### config.mk
export PLATFORM = sky130hd
export DESIGN_NAME = shift_add_mult
export DESIGN_NICKNAME = d
export VERILOG_FILES = /design/src/rtl/shift_add_mult.sv
export SDC_FILE = /design/constraint.sdc
export NUM_CORES = 1
export LEC_CHECK = 0
export ABC_AREA = 0
export CAP_MARGIN = 25
export CORE_UTILIZATION = 52
export DETAILED_ROUTE_END_ITERATION = 10
export GPL_ROUTABILITY_DRIVEN = 0
export PLACE_DENSITY = 0.79
export SYNTH_ARGS = -nofsm -noshare
export SYNTH_HDL_FRONTEND = slang
export SYNTH_SLANG_ARGS = --single-unit
### constraint.sdc
create_clock -name clk -period 2.66 [get_ports clk]
set_input_delay 0.266 -clock clk [delete_from_list [all_inputs] [get_ports clk]]
set_output_delay 0.266 -clock clk [all_outputs]
set_load 0.005 [all_outputs]
### src/rtl/shift_add_mult.sv
// shift_add_mult: sequential shift-add multiplier for the MAC datapath.
// One partial product per clock for exactly WIDTH cycles after a start
// pulse, then a registered 2*WIDTH-bit product with a one-cycle done pulse.
// Optional build macro SHIFT_ADD_SIGNED_EN selects two's complement
// operands/product (magnitudes are multiplied and the sign applied at the end).
//
// Handshake: start is a request sampled only while IDLE; the operation is
// accepted on that edge. busy is high for the WIDTH iteration cycles; done
// pulses for one cycle when product is updated. start while busy is ignored.
module shift_add_mult #(
  parameter int WIDTH = 8
) (
  input  logic               clk,
  input  logic               rst,
  input  logic               start,
  input  logic [WIDTH-1:0]   a,
  input  logic [WIDTH-1:0]   b,
  output logic               busy,
  output logic               done,
  output logic [2*WIDTH-1:0] product
);

  localparam int CW = $clog2(WIDTH + 1);
  localparam logic [CW-1:0] LAST_CNT = CW'(WIDTH - 1);

  typedef enum logic {
    IDLE = 1'b0,
    CALC = 1'b1
  } state_t;

  // Current FSM state; kept as a named signal so checkers can bind to it.
  state_t state_q;

  logic [WIDTH-1:0] mcand;
  logic [WIDTH-1:0] mplier;
  logic [WIDTH-1:0] acc;
  logic             carry;
  logic [CW-1:0]    cnt;
`ifdef SHIFT_ADD_SIGNED_EN
  logic             neg;
`endif

  logic [WIDTH:0]   sum;
  logic [2*WIDTH:0] shifted;
  logic             next_carry;
  logic [WIDTH-1:0] next_acc;
  logic [WIDTH-1:0] next_mplier;
  logic [WIDTH-1:0] mag_a;
  logic [WIDTH-1:0] mag_b;

  // One iteration step: conditional add of the multiplicand, then shift the
  // {carry,acc,mplier} chain right by one. carry is always 0 after a shift,
  // so using it as the sum's top input bit is the same as a zero extension.
  always_comb begin
    sum         = {carry, acc} + (mplier[0] ? {1'b0, mcand} : {1'b0, {WIDTH{1'b0}}});
    shifted     = {sum, mplier} >> 1;
    next_carry  = shifted[2*WIDTH];
    next_acc    = shifted[2*WIDTH-1:WIDTH];
    next_mplier = shifted[WIDTH-1:0];
  end

  // Operand conditioning at load: magnitudes in the signed build. The most
  // negative value maps to its own bit pattern, read as unsigned 2^(WIDTH-1).
  always_comb begin
`ifdef SHIFT_ADD_SIGNED_EN
    mag_a = a[WIDTH-1] ? (~a + 1'b1) : a;
    mag_b = b[WIDTH-1] ? (~b + 1'b1) : b;
`else
    mag_a = a;
    mag_b = b;
`endif
  end

  // Control FSM and datapath registers; all outputs are registered.
  always_ff @(posedge clk or posedge rst) begin
    if (rst) begin
      state_q <= IDLE;
      busy    <= 1'b0;
      done    <= 1'b0;
      product <= '0;
      mcand   <= '0;
      mplier  <= '0;
      acc     <= '0;
      carry   <= 1'b0;
      cnt     <= '0;
`ifdef SHIFT_ADD_SIGNED_EN
      neg     <= 1'b0;
`endif
    end else begin
      done <= 1'b0;
      case (state_q)
        IDLE: begin
          if (start) begin
            mcand   <= mag_a;
            mplier  <= mag_b;
            acc     <= '0;
            carry   <= 1'b0;
            cnt     <= '0;
            busy    <= 1'b1;
            state_q <= CALC;
`ifdef SHIFT_ADD_SIGNED_EN
            neg     <= a[WIDTH-1] ^ b[WIDTH-1];
`endif
          end
        end
        CALC: begin
          carry  <= next_carry;
          acc    <= next_acc;
          mplier <= next_mplier;
          cnt    <= cnt + 1'b1;
          if (cnt == LAST_CNT) begin
`ifdef SHIFT_ADD_SIGNED_EN
            product <= neg ? (~{next_acc, next_mplier} + 1'b1) : {next_acc, next_mplier};
`else
            product <= {next_acc, next_mplier};
`endif
            done    <= 1'b1;
            busy    <= 1'b0;
            state_q <= IDLE;
          end
        end
        default: state_q <= IDLE;
      endcase
    end
  end

endmodule

======== Yosys cells after proc, flatten, opt, wreduce, memory -nomap -nowiden ========
Cells that the tools add are included.
word-level totals
  bits in registers ....................... 48
  input bits .............................. 19
  output and inout port bits .............. 18
  logic and storage cells ................. 35
cells by class
  $add $sub $neg .......................... 2
  equal/unequal tests ..................... 3
  multiplexer cells ....................... 17
  bitwise gates (word level) .............. 1
  reductions and logical operators ........ 3
operator list
  operator               number
  $pmux W8 S2            2
  $mux W8                3
  $add A9 B8 Y9          1
  $pmux W4 S2            1
  $mux W1                7
  $pmux W1 S2            3
  $reduce_and A2 Y1      3
  $add A4 B1 Y4 const B  1
  $eq A4 B3 Y1 const B   1
  $mux W4                1
  $ne A2 B1 Y1 const B   1
  $ne A2 B2 Y1 const B   1
  $not A1 Y1             1

======== Logic depth before layout (Yosys ltp) ========
  depth in word-level cells ............... 3
  depth in mapped cells ................... 7
  mapped depth without buffers ............ 7

======== Worst setup path after synthesis ========
Ideal clock, no wire load.
  path kind ............................... reg-to-reg
  start point ............................. reg mplier[0]
  end point ............................... reg acc[5]
  library setup time ...................... 0.134 ns
  arrival ................................. 1.856 ns
  required time ........................... 2.526 ns
  setup slack ............................. 0.670 ns
  stages on the path, launching flop included .. 8
  path buffers ............................ 0
  clock period less this slack ............ 1.990 ns
  cells stage by stage .................... dfrtp_1 and2_1 ha_1 fa_1 a21o_1 a221oi_2 xnor2_1 o22ai_2
between the ends
  cells in the longest elaborated chain, start to end .. 3
RTL lines
  element                   line  RTL
  start: declaration        35    logic [WIDTH-1:0] mplier;
  start signal: assignment  95    mplier <= mag_b;
  start signal: assignment  109   mplier <= next_mplier;
  $mux W8                   55    sum = {carry, acc} + (mplier[0] ? {1'b0, mcand} : {1'b0, {WIDTH{1'b0}}});
  $add A9 B8 Y9             55
  $pmux W8 S2               91    case (state_q)
  end signal: assignment    108   acc <= next_acc;
  end: declaration          36    logic [WIDTH-1:0] acc;
Every way passes these cells.
A chain may end at the register's enable or synchronous reset.

======== Worst setup path after layout ========
Ends and elaborated chain as after synthesis.

==> results.py <==
metrics = {
    "outcome": {
        "status": "completed",
    },
    "routing": {
        "drtIter0Drc": 70,
        "viasPerCell": 5.35,
        "drc": 0,
        "first_pass_iters": 6,
        "antenna_left": 0,
        "wl_um": 4180,
        "routedWlPerCell_um": 13.9,
        "vias": 1606,
    },
    "logic_synthesis": {
        "ys_seq_elements": 47,
        "synth.avg_cell_area_um2": 10.3,
        "synth-async-reset-ratio": 1.00,
        "yosysMostFrequentCell": "nand2_1",
        "seq_area_frac_synth": 0.534,
        "synth.net_count": 242,
        "synth_common_cells": "55 x nand2_1, 47 x dfrtp_1, 20 x o21ai_0",
        "synth_top_area_share": 0.534,
        "synth_area_leaders": "dfrtp_1 53%, nand2_1 9.4%, ha_1 5.1%, o21ai_0 4.5%, mux2i_1 4.1%",
        "synthesis.area_mm2": 0.00220,
        "synth_ff_type": "dfrtp_1",
        "synth-edff-count": 0,
        "synth.distinct_cells": 38,
        "syn_inst": 213,
        "synth.largest_area_cell": "dfrtp_1",
        "yosys_warnings": 0,
    },
    "sta": {
        "worst_clock_skew_ps": 6.38,
        "slew-limit-headroom": 0.494,
        "finalSetupViolCount": 0,
        "fin_setup_tns_ps": 0,
        "hold_viol": 0,
        "tightest_slew_ps": 758,
        "min_period_ps": 2150,
        "rsz0062_at_grt": "false",
        "fmax_ghz": 0.466,
        "drv_slew": 0,
        "whs_ps": 438,
        "fin_crit_sh": 0.807,
    },
    "cts": {
        "cts_buffer_depth": 2,
        "clk_pin_slew_ps": 80,
        "cts_tree": "yes",
        "cts_buffers": 5,
        "ctsHoldBuffers": 0,
        "ctsRootBufferMaster": "clkbuf_8",
        "clock_latency_ps": 300,
        "h-tree-depth": 2,
        "cts_sinks": 47,
        "post_cts_buffers": 0,
        "cts_resized": 0,
    },
    "critical_path": {
        "path_max_fanout": 9,
        "crit_buf_inv": 0,
        "path_cells": "and2_1 > ha_1 > fa_1 > a21o_1 > a221oi_2 > xnor2_1 > o22ai_2",
        "crit_family": "adder cells",
        "cp.required_ps": 2830,
        "path_class": "flop to flop",
        "crit_path_start_kind": "flop",
        "crit_path_top_delay_cell": "dfrtp_1",
        "cp_num_cells": 7,
        "critPathCaptureType": "flop",
        "crit_path_max_incr_delay_ps": 440,
        "rr_worst_depth": 7,
        "cp.arrival_ps": 2320,
    },
    "floorplanning": {
        "start_util": 0.546,
        "fp.coreArea_mm2": 0.00403,
        "io_pins": 37,
        "die_h_um": 67.1,
        "die_area_mm2": 0.00450,
        "fp-row-count": 23,
        "die_x_um": 67.1,
    },
    "power_and_ir_drop": {
        "swShare": 0.363,
        "p_leak_uw": 0.00127,
        "seq_power_share": 0.419,
        "clockPowerShare": 0.130,
        "power.switching_uw": 1090,
        "power_density_mw_per_mm2": 1110,
        "combPwrFrac": 0.451,
        "cell_internal_pwr_uw": 1910,
        "ir_drop_mv": 0.581,
    },
    "layout": {
        "num_antenna_cells": 0,
        "final_cells": 300,
        "fin_area_mm2": 0.00269,
        "multi_input_area_um2": 961,
        "nNetsFinal": 280,
        "area_growth_pct": 22.2,
        "n_fill_cell": 351,
        "seq_area_mm2": 0.00118,
        "drive_gt1_frac": 0.104,
        "final_core_util": 0.667,
    },
    "global_routing": {
        "grt_max_degree": 48,
        "grt_pass1_vias": 1484,
        "grt_pass1_wl_um": 6970,
        "grt_use_total": 0.215,
        "antenna_found_initial": 0,
        "overflow": 0,
    },
    "placement": {
        "numPortBuffers": 36,
        "placed_area_mm2": 0.00262,
        "dpl.cell_count": 294,
        "dp_hpwl_um": 3090,
    },
    "flow_run": {
        "maxCapViolCount": 0,
    },
    "min_path": {
        "hold_class": "input pin to async pin",
    },
}
per-layer routing:
layer / global-route usage / vias to the layer above / part of all wire
met5: 0 / - / 0
met4: 0.0878 / 0 / 0.018
met3: 0.0514 / 7 / 0.036
met2: 0.320 / 33 / 0.46
met1: 0.297 / 764 / 0.49
li1: - / 802 / -
state kept, by name, indices dropped and copies added, names as in the netlist:
register / flops
acc: 8
cnt: 4
mplier: 8
product: 16
state_q: 1
busy: 1
mcand: 8
done: 1
worst register-to-register path, cell delays in order, from the launching register on:
cell and delay, ps:
dfrtp_1 440, and2_1 170, ha_1 200, fa_1 410
a21o_1 210, a221oi_2 300, xnor2_1 200, o22ai_2 100
layout make-up:
| cell class | instances | share of cell area |
|---|---|---|
| well taps | 50 | 0.0233 |
| repair buffers | 41 | 0.148 |
| multi-input cells | 151 | 0.357 |
| clock buffers | 6 | 0.0270 |
| inverters | 5 | 0.00698 |
| flip-flops and latches | 47 | 0.437 |
per-stage QoR:
step | power, µW | setup WS [ps]
after global placement | 2560 | 581
after floorplan | 2130 | 670
after detailed placement | 2630 | 501
final | 3000 | 514
after CTS | 3030 | 504
after global routing | 3240 | 395
cell families after synthesis:
kind of cell    synth area share
buf+inv                   0.0290
simple gates               0.147
flops                      0.534
compound gates             0.132
mux                       0.0819
fa+ha+maj                 0.0603
xor+xnor                  0.0159
power by group through the flow:
stage / Sequential, µW / Combinational, µW / Clock, µW
2_1_floorplan: 1220 / 914 / 0
3_3_place_gp: 1250 / 1310 / 0
3_5_place_dp: 1270 / 1370 / 0
4_1_cts: 1260 / 1370 / 403
5_1_grt: 1300 / 1520 / 427
6_report: 1250 / 1350 / 390
layout by cell type, fill, tap and decap left out, drive strengths merged, types with 2 or more instances in the layout:
| cell | instances |
|---|---|
| xnor2 | 3 |
| nand2 | 55 |
| a31o | 2 |
| o22ai | 4 |
| dfrtp | 47 |
| a21o | 3 |
| and2 | 9 |
| ha | 9 |
| mux2 | 8 |
| o21ai | 21 |
| inv | 5 |
| clkdlybuf4s50 | 36 |
| clkbuf | 6 |
| mux2i | 9 |
| nor2 | 2 |
| buf | 5 |
| a21oi | 8 |
final timing paths:
| check | start | to | slack, ps |
|---|---|---|---|
| max | mplier[0] | acc[5] | 510 |
| min | rst | acc[6] | 440 |
| max reg2reg | mplier[0] | acc[5] | 510 |
| min reg2reg | product[2] | product[2] | 480 |
| max in group asynchronous | rst | mplier[5] | 1830 |
| min in group clk | product[2] | product[2] | 480 |
(Power assumes the default switching activity.)
